File: src/rtl/fft_framer_pkg.sv
// fft_framer_pkg: shared pattern codes, frame-length clamp and complex word type for the FFT input framer
package fft_framer_pkg;

    localparam logic [1:0] PAT_PASS    = 2'd0;
    localparam logic [1:0] PAT_DC      = 2'd1;
    localparam logic [1:0] PAT_IMPULSE = 2'd2;

    localparam int CPLX_W = 16;

    typedef struct packed {
        logic signed [CPLX_W-1:0] im;
        logic signed [CPLX_W-1:0] re;
    } cplx_t;

    // Bound a requested log2 frame length to the supported range
    function automatic int clamp_log2(input int v, input int lo, input int hi);
        return (v < lo) ? lo : (v > hi) ? hi : v;
    endfunction

endpackage

File: src/rtl/axis_skid_buffer.sv
// axis_skid_buffer: 2-entry registered AXI4-Stream buffer; ready depends only on occupancy, never on m_tready
module axis_skid_buffer #(
    parameter int W = 33
) (
    input  logic         aclk,
    input  logic         aresetn,
    input  logic [W-1:0] s_tdata,
    input  logic         s_tvalid,
    output logic         s_tready,
    output logic [W-1:0] m_tdata,
    output logic         m_tvalid,
    input  logic         m_tready
);

    logic [W-1:0] r_head;
    logic [W-1:0] r_tail;
    logic [1:0]   r_cnt;
    logic         w_push;
    logic         w_pop;

    assign s_tready = aresetn && (r_cnt != 2'd2);
    assign m_tvalid = (r_cnt != 2'd0);
    assign m_tdata  = r_head;
    assign w_push   = s_tvalid && s_tready;
    assign w_pop    = m_tvalid && m_tready;

    // head always presents the oldest word; tail only fills when head is occupied and not leaving
    always_ff @(posedge aclk or negedge aresetn) begin
        if (!aresetn) begin
            r_head <= '0;
            r_tail <= '0;
            r_cnt  <= '0;
        end else begin
            if (w_push && (r_cnt == 2'd0 || (r_cnt == 2'd1 && w_pop)))
                r_head <= s_tdata;
            else if (w_pop && r_cnt == 2'd2)
                r_head <= r_tail;
            if (w_push && r_cnt == 2'd1 && !w_pop)
                r_tail <= s_tdata;
            r_cnt <= r_cnt + {1'b0, w_push} - {1'b0, w_pop};
        end
    end

endmodule

File: src/rtl/fft_input_framer.sv
// fft_input_framer: frames signed samples into {imag, real} AXI4-Stream words with tlast; optional DC/impulse source under FRAMER_PATTERN_EN
module fft_input_framer
    import fft_framer_pkg::*;
#(
    parameter int SAMPLE_W = 12,
    parameter int OUT_W    = 16,
    parameter int LOG2_MAX = 10,
    parameter int LOG2_MIN = 3,
    localparam int LW      = $clog2(LOG2_MAX + 1)
) (
    input  logic                aclk,
    input  logic                aresetn,
    input  logic [LW-1:0]       cfg_log2_len,
`ifdef FRAMER_PATTERN_EN
    input  logic [1:0]          pattern_sel,
`endif
    input  logic [SAMPLE_W-1:0] s_axis_tdata,
    input  logic                s_axis_tvalid,
    output logic                s_axis_tready,
    output logic [2*OUT_W-1:0]  m_axis_tdata,
    output logic                m_axis_tvalid,
    input  logic                m_axis_tready,
    output logic                m_axis_tlast,
    output logic                frame_done,
    output logic [15:0]         frame_count
);

    localparam int SHIFT = OUT_W - SAMPLE_W;

    logic [LOG2_MAX-1:0] r_idx;
    logic [LW-1:0]       r_log2;
    logic                r_done;
    logic [15:0]         r_count;
    logic [LW-1:0]       w_log2;
    logic [LOG2_MAX-1:0] w_last_idx;
    logic                w_last;
    logic                w_src_valid;
    logic                w_src_ready;
    logic                w_push;
    logic [OUT_W-1:0]    w_pass;
    logic [OUT_W-1:0]    w_real;
    logic [2*OUT_W:0]    w_skid_in;
    logic [2*OUT_W:0]    w_skid_out;

    // length only follows the config between frames; idx 0 can never be the last word since LOG2_MIN >= 1
    assign w_log2     = (r_idx == '0) ? LW'(clamp_log2(int'(cfg_log2_len), LOG2_MIN, LOG2_MAX)) : r_log2;
    assign w_last_idx = {LOG2_MAX{1'b1}} >> (LOG2_MAX - int'(w_log2));
    assign w_last     = (r_idx == w_last_idx);
    assign w_pass     = OUT_W'(s_axis_tdata) << SHIFT;
    assign w_push     = w_src_valid && w_src_ready;
    assign w_skid_in  = {w_last, {OUT_W{1'b0}}, w_real};

`ifdef FRAMER_PATTERN_EN
    localparam logic [OUT_W-1:0] MAX_POS = OUT_W'({1'b0, {(SAMPLE_W-1){1'b1}}}) << SHIFT;

    logic [1:0] r_pat;
    logic [1:0] w_pat;

    assign w_pat         = (r_idx != '0) ? r_pat :
                           (pattern_sel == PAT_DC || pattern_sel == PAT_IMPULSE) ? pattern_sel : PAT_PASS;
    assign w_src_valid   = (w_pat == PAT_PASS) ? s_axis_tvalid : 1'b1;
    assign s_axis_tready = (w_pat == PAT_PASS) && w_src_ready;
    assign w_real        = (w_pat == PAT_DC || (w_pat == PAT_IMPULSE && r_idx == '0)) ? MAX_POS :
                           (w_pat == PAT_IMPULSE) ? '0 : w_pass;

    // pattern choice is frozen for the whole frame, like the length
    always_ff @(posedge aclk or negedge aresetn) begin
        if (!aresetn)
            r_pat <= PAT_PASS;
        else
            r_pat <= w_pat;
    end
`else
    assign w_src_valid   = s_axis_tvalid;
    assign s_axis_tready = w_src_ready;
    assign w_real        = w_pass;
`endif

    // sample position within the frame and the length it was started with
    always_ff @(posedge aclk or negedge aresetn) begin
        if (!aresetn) begin
            r_idx  <= '0;
            r_log2 <= LW'(LOG2_MAX);
        end else begin
            r_log2 <= w_log2;
            if (w_push)
                r_idx <= w_last ? '0 : r_idx + 1'b1;
        end
    end

    axis_skid_buffer #(.W(2*OUT_W + 1)) u_skid (
        .aclk     (aclk),
        .aresetn  (aresetn),
        .s_tdata  (w_skid_in),
        .s_tvalid (w_src_valid),
        .s_tready (w_src_ready),
        .m_tdata  (w_skid_out),
        .m_tvalid (m_axis_tvalid),
        .m_tready (m_axis_tready)
    );

    assign m_axis_tlast = w_skid_out[2*OUT_W];
    assign m_axis_tdata = w_skid_out[2*OUT_W-1:0];

    // completion pulse and counter land the cycle after the tlast word is taken
    always_ff @(posedge aclk or negedge aresetn) begin
        if (!aresetn) begin
            r_done  <= 1'b0;
            r_count <= '0;
        end else begin
            r_done  <= m_axis_tvalid && m_axis_tready && m_axis_tlast;
            r_count <= r_count + 16'(m_axis_tvalid && m_axis_tready && m_axis_tlast);
        end
    end

    assign frame_done  = r_done;
    assign frame_count = r_count;

endmodule

File: config.mk
export PLATFORM = sky130hd
export DESIGN_NAME = fft_input_framer
export DESIGN_NICKNAME = d
export VERILOG_FILES = /design/src/rtl/fft_framer_pkg.sv /design/src/rtl/axis_skid_buffer.sv /design/src/rtl/fft_input_framer.sv
export SDC_FILE = /design/constraint.sdc
export NUM_CORES = 1
export LEC_CHECK = 0
export ABC_CLOCK_PERIOD_IN_PS = 6500
export BUFFER_PORTS_ARGS = -buffer_cell sky130_fd_sc_hd__buf_2
export CAP_MARGIN = 20
export CORE_MARGIN = 3
export CORE_UTILIZATION = 30
export DETAILED_ROUTE_END_ITERATION = 8
export GPL_TIMING_DRIVEN = 0
export SLEW_MARGIN = 40
export SYNTH_ARGS = -nofsm -noshare
export SYNTH_HDL_FRONTEND = slang
export SYNTH_SLANG_ARGS = --single-unit
File: constraint.sdc
create_clock -name aclk -period 6.5 [get_ports aclk]
set_input_delay 1.3 -clock aclk [delete_from_list [all_inputs] [get_ports aclk]]
set_output_delay 1.3 -clock aclk [all_outputs]
set_load 0.01 [all_outputs]
==> summary.txt, run 1 <==
Setup path
  • CP Cell Sequence: inv_1 > ha_1 > or3b_1 > nor3_4 > a21o_2 > inv_1 > ha_1 > or3b_2 > nor4_1 > a211oi_1 > o31a_1 > nor3_1 > o311ai_1 > nor4_2 > buf_6 > a21oi_1
  • Worst reg2reg setup slack: between 2 and 2.5 ns
  • R2R Path Start: r_idx[1]
  • Slowest library cell on the worst path: nor4_2
  • Critical R2R Capture: r_idx[9]
  • CP Max Fanout: 10
  • Max incr delay on CP: between 0.4 and 0.5 ns
  • Worst reg-to-reg path cell count: 16
  • Crit start category: register
  • Crit path arrival time: 4.57 ns
  • Element type at the critical path end: register
  • Crit path required time: between 6 and 7 ns
  • WS Path Type: reg2reg

STA
  • Hold slack final: 0.4770 ns
  • Max_slew headroom: 56.67%
  • Clk_skew: 0.008172 ns
  • Final hold vios: 0
  • RSZ-0062 raised after global routing: no
  • Slew @ Worst Pin: between 0.6 and 0.7 ns
  • Setup violators final: 0
  • Total negative setup slack: 0 ns
  • Final Cycle Share: 67.49%
  • Fmax: around 230 MHz
  • Minimum clock period: ~4.4 ns
  • Slew Limit Fails: 0

Clocking
  • Root buffer cell: clkbuf_8
  • CTS tree: yes
  • Post-CTS Setup Bufs: 0
  • Cts hold-fix bufs: 0
  • CTS H-tree depth: 3
  • CTS-repair resized insts: 0
  • Clock buffer depth: 2
  • Clock sink count: 59
  • CTS buffer count: 9
  • Clock Latency Late Sink: 0.33 ns
  • Clock transition at the registers of the reported paths: 0.06 ns

Run status
  • Status: completed

Global route
  • Vias in the first global route: 2605
  • Largest net degree at the start of global routing: between 60 and 70
  • Gr ovfl total: 0
  • First-pass GRT wire length: 12250 um
  • GRT Total Usage: 11.80%
  • Number of antenna violations at the first check in global routing: 0

Detailed routing
  • Pre-antenna DRT Iters: 4
  • Avg WL per Cell: roughly 13 um
  • Drt total wl: just over 7000 um
  • Initial drt markers: about 100
  • Vias per cell: between 4 and 5
  • Post-route ant nets: 0
  • DRC viols: 0
  • Via count: ~2600

Floorplanning
  • Die Y: 110.6 um
  • Die X: about 110 um
  • I/O pin cnt: 72
  • Core area: 0.01046 mm2
  • Num rows: 37
  • Starting Density: 31.36%
  • Die area: approximately 0.012 mm2

Hold path
  • Worst Hold Class: reg2reg
  • WHS Endpoint: u_skid.m_tdata[15]
  • Beginning of the worst hold path: u_skid.m_tdata[15]
  • Hold path cells: 2

Finish
  • Final Non-Filler Cells: 550
  • FILL cells: 1054
  • Layout cells sized above 1: between 30% and 40%
  • Fin nets: between 400 and 500
  • Area delta synth->final: 21.47%
  • Design area: approximately 0.0040 mm2
  • Diodes inserted: 0

Synthesis
  • Primary FF master, synth: dfrtp_1
  • Cell with the most instances after synthesis: dfrtp_1
  • Post-synth EDFFs: 0
  • Post-synthesis sequential area ratio: approximately 45%
  • Largest area contributor in the netlist: dfrtp_1
  • Synth top area cells: dfrtp_1 43%, nand2_1 5.4%, xnor2_1 5.3%, mux2_2 4.8%, buf_4 4.6%
  • Synth warn: 0
  • Synthesized area per cell: approximately 10 um2
  • Flip-flop and latch count after synthesis: slightly below 60
  • Synth cell types: 55
  • Post-synthesis cell area: approximately 0.0033 mm2
  • Yosys top cell area share: about 43%
  • Syn Inst Count: around 330
  • Synth cell count leaders: 57 x dfrtp_1, 47 x nand2_1, 20 x buf_4, 20 x xnor2_1, 16 x nor2_1
  • Async S/R FF share, synth: between 90% and 100%

Placement
  • DP Cell Count: 533
  • DP HPWL: around 5300 um
  • PortBufs: 51
  • Post-DP Area: about 0.0038 mm2
  • Placer congestion estimate: 0.8084

Job
  • Max Cap Viol: 0

Pwr
  • P_leak: a little under 2 nW
  • PD cells: ~290 mW/mm2
  • Worst ir drop on vdd: ~0.00019 V
## flip-flops by register name, indices dropped and copies added, names as in the netlist
signal / flops
frame_count: 16
u_skid.r_tail: 13
u_skid.r_cnt: 2
r_log2: 4
r_idx: 10
frame_done: 1
u_skid.m_tdata: 13
## cell type report
cell class	count	area, um2	share of cell area, %
Multi-Input combinational cell	246	1627	40.82
Sequential cell	59	1479	37.11
Timing Repair Buffer	52	277.8	6.970
Buffer	31	215.2	5.400
Tap cell	136	170.2	4.270
Clock buffer	10	137.6	3.454
Clock inverter	6	41.29	1.036
Inverter	10	37.54	0.9419
## per-layer routing
layer / track usage (%) / routed length, um
met5: 0 / 0
met2: 19.13 / 3276
met3: 3.781 / 488
met1: 14.90 / 3241
met4: 3.859 / 81
## layout by cell type (no fill, tap or decap), drive strengths merged, types with 5 or more instances in the layout
cell	Yosys	final
xor2	10	10
nor4	7	7
a21oi	11	11
o21ai	7	7
dfrtp	57	57
a22oi	13	13
and3	6	6
inv	10	10
nor2	16	16
nand3	7	7
xnor2	20	20
or2	5	5
ha	7	7
nand4	8	8
buf	24	76
nor3	7	7
mux2	15	15
nand2	47	47
clkbuf	7	17
conb	1	20
nand2b	6	6
## logic make-up after synthesis
logic type	share of synthesized area (%)
buffers and inverters	7.704
flip-flops	45.08
XOR/XNOR	8.009
other	0.1143
AO/OA/AOI/OAI	11.79
AND/OR/NAND/NOR	18.46
adder cells (fa/ha/maj)	2.670
multiplexers	6.178
## worst max path at each step
stage                    end  depth (start not counted)       startpoint
CTS                 r_idx[5]                         16         r_idx[1]
finish              r_idx[9]                         16         r_idx[1]
detailed placement  r_idx[5]                         15  cfg_log2_len[3]
floorplan           r_idx[4]                         14  cfg_log2_len[1]
global placement    r_idx[5]                         15  cfg_log2_len[3]
global route        r_idx[8]                         16         r_idx[1]
## worst max-delay path, delay by kind of cell, from the launching register on
kind / cells / cell delay [ns]
AO/OA/AOI/OAI: 5 / 0.89
buffers and inverters: 3 / 0.45
AND/OR/NAND/NOR: 6 / 2.01
adder cells (fa/ha/maj): 2 / 0.45
flip-flops: 1 / 0.42
## stage by stage
stage / utilization (%) / total power [mW] / worst slack, ns
finish: 38.09 / 1.169 / 2.113
global route: 38.09 / 1.262 / 1.777
CTS: 37.84 / 1.184 / 2.106
detailed placement: 36.13 / 0.8811 / 1.864
global placement: 36.10 / 0.8687 / 1.913
floorplan: - / 0.7663 / 2.525
## power breakdown
part / internal [mW] / switching (mW) / leakage [nW] / total [mW]
clock network: 0.148 / 0.146 / 0.0843 / 0.294
logic: 0.160 / 0.193 / 1.14 / 0.354
registers: 0.460 / 0.0621 / 0.755 / 0.522
total: 0.768 / 0.401 / 1.97 / 1.17
No activity file was read; power rests on OpenSTA's default activity.
==> run 2, diff against run 1 <==
--- a/config.mk
+++ b/config.mk
@@ -5,7 +5,7 @@
 export SDC_FILE = /design/constraint.sdc
 export NUM_CORES = 1
 export LEC_CHECK = 0
-export ABC_CLOCK_PERIOD_IN_PS = 6500
+export ABC_CLOCK_PERIOD_IN_PS = 3600
 export BUFFER_PORTS_ARGS = -buffer_cell sky130_fd_sc_hd__buf_2
 export CAP_MARGIN = 20
 export CORE_MARGIN = 3
==> constraint.sdc (replaced) <==
create_clock -name aclk -period 3.6 [get_ports aclk]
set_input_delay 0.72 -clock aclk [delete_from_list [all_inputs] [get_ports aclk]]
set_output_delay 0.72 -clock aclk [all_outputs]
set_load 0.01 [all_outputs]
==> summary.txt, run 2 (synthesis gave the netlist of run 1 again) <==
Run status
  • Status: finished, violations left
  • Failing checks: negative setup slack

Placement
  • Post-DP Area: ~0.0038 mm2
  • PortBufs: around 50
  • DP Cell Count: around 530
  • DP HPWL: approximately 5100 um
  • Placer congestion estimate: roughly 0.9

Global route
  • Gr ovfl total: 0
  • First-pass GRT wire length: between 10000 and 15000 um
  • Number of antenna violations at the first check in global routing: 0
  • GRT Total Usage: between 10 and 15%
  • Vias in the first global route: around 2600
  • Largest net degree at the start of global routing: 61

Detailed routing
  • Avg WL per Cell: around 13 um
  • Post-route ant nets: 0
  • Pre-antenna DRT Iters: 4
  • Initial drt markers: 129
  • Via count: 2590
  • Vias per cell: between 4 and 5
  • DRC viols: 0
  • Drt total wl: between 7000 and 8000 um

STA
  • Total negative setup slack: -0.4294 ns
  • Final hold vios: 0
  • Post-route setup slack: -0.06198 ns
  • Fmax: roughly 270 MHz
  • Slew @ Worst Pin: between 0.7 and 0.8 ns
  • RSZ-0062 raised after global routing: yes
  • Minimum clock period: ~3.7 ns
  • Clk_skew: around 0.0084 ns
  • Setup violators final: 11
  • Final Cycle Share: 101.7%
  • Slew Limit Fails: 0
  • Max_slew headroom: between 50% and 60%

Setup path
  • Crit path required time: 3.80 ns
  • WS Path Type: reg2reg
  • Crit path arrival time: 3.86 ns
  • Crit start category: register
  • Element type at the critical path end: register
  • CP Max Fanout: 8

Pwr
  • P_leak: roughly 2.1 nW
  • PD cells: 519.8 mW/mm2
  • Overall power: approximately 2.2 mW
  • Worst ir drop on vdd: ~0.00035 V

Finish
  • Design area: 0.004156 mm2
  • Diodes inserted: 0
  • Max FFs per register: 16
  • Most frequent cells in the layout: 56 x dfrtp_1, 51 x buf_2, 47 x nand2_1
  • Fin nets: 448
  • Final Non-Filler Cells: 558
  • Commonest non-fill, non-tap cell in the layout: dfrtp_1
  • Area delta synth->final: 26.70%
  • Layout cells sized above 1: 35.55%
  • Final core occ: roughly two fifths

Hold path
  • Worst Hold Class: in2async

Clocking
  • CTS tree: yes
  • Clock Latency Late Sink: ~0.33 ns
  • CTS buffer count: 9
  • Cts hold-fix bufs: 0
  • Clock transition at the registers of the reported paths: approximately 0.06 ns
  • Clock sink count: roughly 60
  • Clock buffer depth: 2
  • Root buffer cell: clkbuf_8
  • CTS H-tree depth: 3

Floorplanning
  • Num rows: 37
  • I/O pin cnt: 72
  • Die area: 0.01223 mm2
  • Core area: 0.01046 mm2
  • Die X: 110.6 um
  • Starting Density: a little under a third
  • Die Y: between 100 and 150 um

Job
  • Max Cap Viol: 0
run 2: cell count changes in the layout (fill, tap and decap cells not counted), sizes merged:
cell,previous run,this run
buf,76,87
clkbuf,17,20
clkinv,3,0
clkinvlp,3,0
run 2: final timing paths:
kind | from | end | slack [ns] | cells after the start
worst min register to register | u_skid.m_tdata[10] | u_skid.m_tdata[10] | 0.47 | 2
worst min-delay path | aresetn | frame_count[15] | 0.35 | 1
max in group asynchronous | aresetn | r_idx[0] | 2.83 | 1
worst max register to register | r_idx[6] | r_idx[1] | -0.06 | 15
worst max-delay path | r_idx[6] | r_idx[1] | -0.06 | 15
min in group aclk | u_skid.m_tdata[10] | u_skid.m_tdata[10] | 0.47 | 2
run 2: timing repair:
| item | in CTS | in global routing |
|---|---|---|
| pin swaps | 8 | 2 |
| endpoints found under the setup margin | 12 | 12 |
| resized for setup | 10 | 6 |
| setup buffers | 9 | 3 |
| cloned | 0 | 1 |
run 2: critical path, stage by stage, from the launching register on:
cell and delay (ns):
dfrtp_1 0.44, or4_4 0.59, nor3_4 0.25, a21o_2 0.18, inv_2 0.05, ha_4 0.18, or3b_4 0.38, nor4_4 0.17
a211oi_2 0.11, o31a_1 0.27, nor3_2 0.14, o311ai_2 0.14, nor4_2 0.25, buf_4 0.18, clkbuf_16 0.15, o22ai_2 0.06
run 2: area by class of cell:
type	instances	area [um2]
fill	1070	6306
multi-input combinational	246	1717
sequential	59	1480
timing repair buffer	64	376.6
buffer	31	220.2
tap	136	170.2
clock buffer	12	155.1
inverter	10	37.54
run 2: layer usage:
metal	vias to the layer above	wire (um)	GRT usage, %
met4	0	163	6.404
met5	-	0	0
met1	1219	3300	15.37
met2	65	3398	19.38
li1	1296	-	-
met3	10	364	2.630
run 2: where the power goes:
group	switching [mW]	leakage, nW	internal (mW)
Sequential	0.0978	0.754	0.831
Clock	0.234	0.0803	0.272
Combinational	0.383	1.23	0.343
run 2: stage by stage:
stage / hold WS [ns] / setup WS (ns)
after detailed placement: 0.4573 / -0.4339
after global placement: 0.4566 / -0.3881
after CTS: 0.4729 / -0.03984
final: 0.3504 / -0.06198
after floorplan: 0.4244 / 0.04411
after global routing: 0.4005 / -0.2065
==> run 3, diff against run 2 <==
--- a/config.mk
+++ b/config.mk
@@ -8,6 +8,7 @@
 export ABC_CLOCK_PERIOD_IN_PS = 3600
 export BUFFER_PORTS_ARGS = -buffer_cell sky130_fd_sc_hd__buf_2
 export CAP_MARGIN = 20
+export CORE_ASPECT_RATIO = 0.7
 export CORE_MARGIN = 3
 export CORE_UTILIZATION = 30
 export DETAILED_ROUTE_END_ITERATION = 8
==> summary.txt, run 3 (synthesis gave the netlist of run 1 again) <==
Global route
  • Largest net degree at the start of global routing: 61
  • GRT Total Usage: between 10% and 20%
  • Number of antenna violations at the first check in global routing: 0
  • Gr ovfl total: 0
  • Vias in the first global route: 2586
  • First-pass GRT wire length: roughly 13000 um

STA
  • Final hold vios: 0
  • Post-route setup slack: -0.02873 ns
  • Setup violators final: 8
  • Minimum clock period: between 3 and 4 ns
  • Clk_skew: roughly 0.011 ns
  • RSZ-0062 raised after global routing: yes
  • Slew @ Worst Pin: roughly 0.73 ns
  • Final Cycle Share: 100.8%
  • Slew Limit Fails: 0
  • Total negative setup slack: -0.1452 ns
  • Max_slew headroom: approximately half
  • Fmax: approximately 280 MHz
  • Hold slack final: about 0.36 ns

Clocking
  • Clock sink count: slightly below 60
  • Clock transition at the registers of the reported paths: roughly 0.05 ns
  • CTS buffer count: 9
  • Clock Latency Late Sink: between 0.3 and 0.4 ns
  • Clock buffer depth: 2
  • CTS tree: yes
  • Root buffer cell: clkbuf_16
  • Cts hold-fix bufs: 0
  • CTS H-tree depth: 3

Pwr
  • Comb power frac: between 20 and 30%
  • P_leak: 2.148 nW
  • PD cells: around 570 mW/mm2
  • Power share of the clock group: roughly a third
  • Worst ir drop on vdd: 0.0002860 V
  • Int Pwr: 1.735 mW
  • Seq pwr share: 37.6%
  • Overall power: around 2.5 mW
  • Switch share: 31.06%
  • Psw: between 0.7 and 0.8 mW

Setup path
  • R2R Path Start: r_idx[0]
  • Slowest library cell on the worst path: dfrtp_2
  • Worst reg2reg setup slack: -0.03 ns
  • Crit path arrival time: 3.79 ns
  • Element type at the critical path end: register
  • Crit start category: register
  • CP Cell Sequence: inv_2 > ha_4 > or3b_4 > nor3_4 > a21o_2 > inv_2 > ha_4 > or3b_4 > nor4_4 > a211oi_2 > o31a_1 > nor3_2 > o311ai_2 > nor4_2 > buf_4 > buf_8 > a21oi_1
  • Max incr delay on CP: 0.41 ns
  • Crit path required time: approximately 3.8 ns
  • Critical R2R Capture: r_idx[7]
  • WS Path Type: reg2reg
  • Worst reg-to-reg path cell count: 17
  • CP Max Fanout: 7
  • Worst path top cell family by delay: simple AND/OR/NAND/NOR gates
  • Bufs and invs on worst path: 4

Finish
  • Commonest non-fill, non-tap cell in the layout: dfrtp_1
  • Design area: ~0.0044 mm2
  • FF/Latch Area: about 0.0015 mm2
  • Multi-input logic area: between 0.0015 and 0.002 mm2
  • Layout cells sized above 1: between 30 and 40%
  • Most frequent cells in the layout: 56 x dfrtp_1, 51 x buf_2, 47 x nand2_1
  • FILL cells: around 1000
  • Fin nets: around 450
  • Diodes inserted: 0
  • Max FFs per register: 16
  • Area delta synth->final: 33.64%

Floorplanning
  • Die Y: 93.49 um
  • Starting Density: 31.21%
  • Die X: 131.0 um
  • Die area: approximately 0.012 mm2
  • Num rows: 31
  • Core area: roughly 0.011 mm2
  • I/O pin cnt: 72

Placement
  • Post-DP Area: about 0.0038 mm2
  • Placer congestion estimate: approximately 0.9
  • PortBufs: 51
  • DP HPWL: 5280 um

Run status
  • Failing checks: negative setup slack
  • Status: finished, violations left

Detailed routing
  • Drt total wl: 7746 um
  • Pre-antenna DRT Iters: 4
  • Vias per cell: ~4.7
  • Initial drt markers: 160
  • Post-route ant nets: 0
  • DRC viols: 0
  • Avg WL per Cell: between 10 and 15 um
  • Via count: roughly 2700

Job
  • Max Cap Viol: 0

Hold path
  • Worst Hold Class: in2async
-- run 3: layer usage --
layer	vias up	GRT usage, %	wire length [um]
met4	0	5.137	138
met3	13	3.824	445
met1	1317	17.84	3536
met2	80	19.21	3627
met5	-	0	0
li1	1306	-	-
-- run 3: worst max path at each step --
stage / end / from / depth (start not counted)
2_1_floorplan: r_idx[4] / r_idx[0] / 16
3_3_place_gp: r_idx[5] / r_idx[0] / 16
3_5_place_dp: r_idx[5] / r_idx[0] / 16
4_1_cts: r_idx[5] / r_idx[7] / 16
5_1_grt: r_idx[8] / r_idx[1] / 17
6_report: r_idx[7] / r_idx[0] / 17
-- run 3: metrics by stage --
stage	cells	util [%]	setup WS, ns
after floorplan	346	-	0.04411
after global placement	545	36.35	-0.5448
after detailed placement	545	36.38	-0.5732
after CTS	574	41.05	-0.02086
after global routing	577	41.71	-0.1529
final	577	41.71	-0.02873
-- run 3: worst register-to-register path: stages (launching register included) --
cell	delay [ns]
dfrtp_2	0.41
inv_2	0.09
ha_4	0.14
or3b_4	0.40
nor3_4	0.21
a21o_2	0.18
inv_2	0.05
ha_4	0.17
or3b_4	0.39
nor4_4	0.17
a211oi_2	0.09
o31a_1	0.25
nor3_2	0.14
o311ai_2	0.15
nor4_2	0.25
buf_4	0.21
buf_8	0.12
a21oi_1	0.06
-- run 3: area by class of cell --
type	instances	share of cell area (%)
multi-input cells	246	39.75
flip-flops and latches	59	33.76
repair buffers	70	10.05
clock buffers	11	5.537
plain buffers	30	4.909
well taps	148	4.224
clock inverters	3	0.9132
inverters	10	0.8562
-- run 3: repair_timing --
| action | in CTS | in global routing |
|---|---|---|
| endpoints found under the hold margin | 0 | 0 |
| pin swaps | 7 | 7 |
| endpoints found under the setup margin | 12 | 12 |
| cloned | 1 | 0 |
| resized for setup | 14 | 6 |
| buffers inserted | 14 | 4 |
-- run 3: power groups by stage --
stage               Clock [mW]  Combinational [mW]  Sequential (mW)
finish                   0.817               0.754            0.945
global route             0.871               0.833            0.968
CTS                      0.837               0.732            0.929
detailed placement           0               0.650            0.951
global placement             0               0.633            0.945
floorplan                    0               0.439            0.955
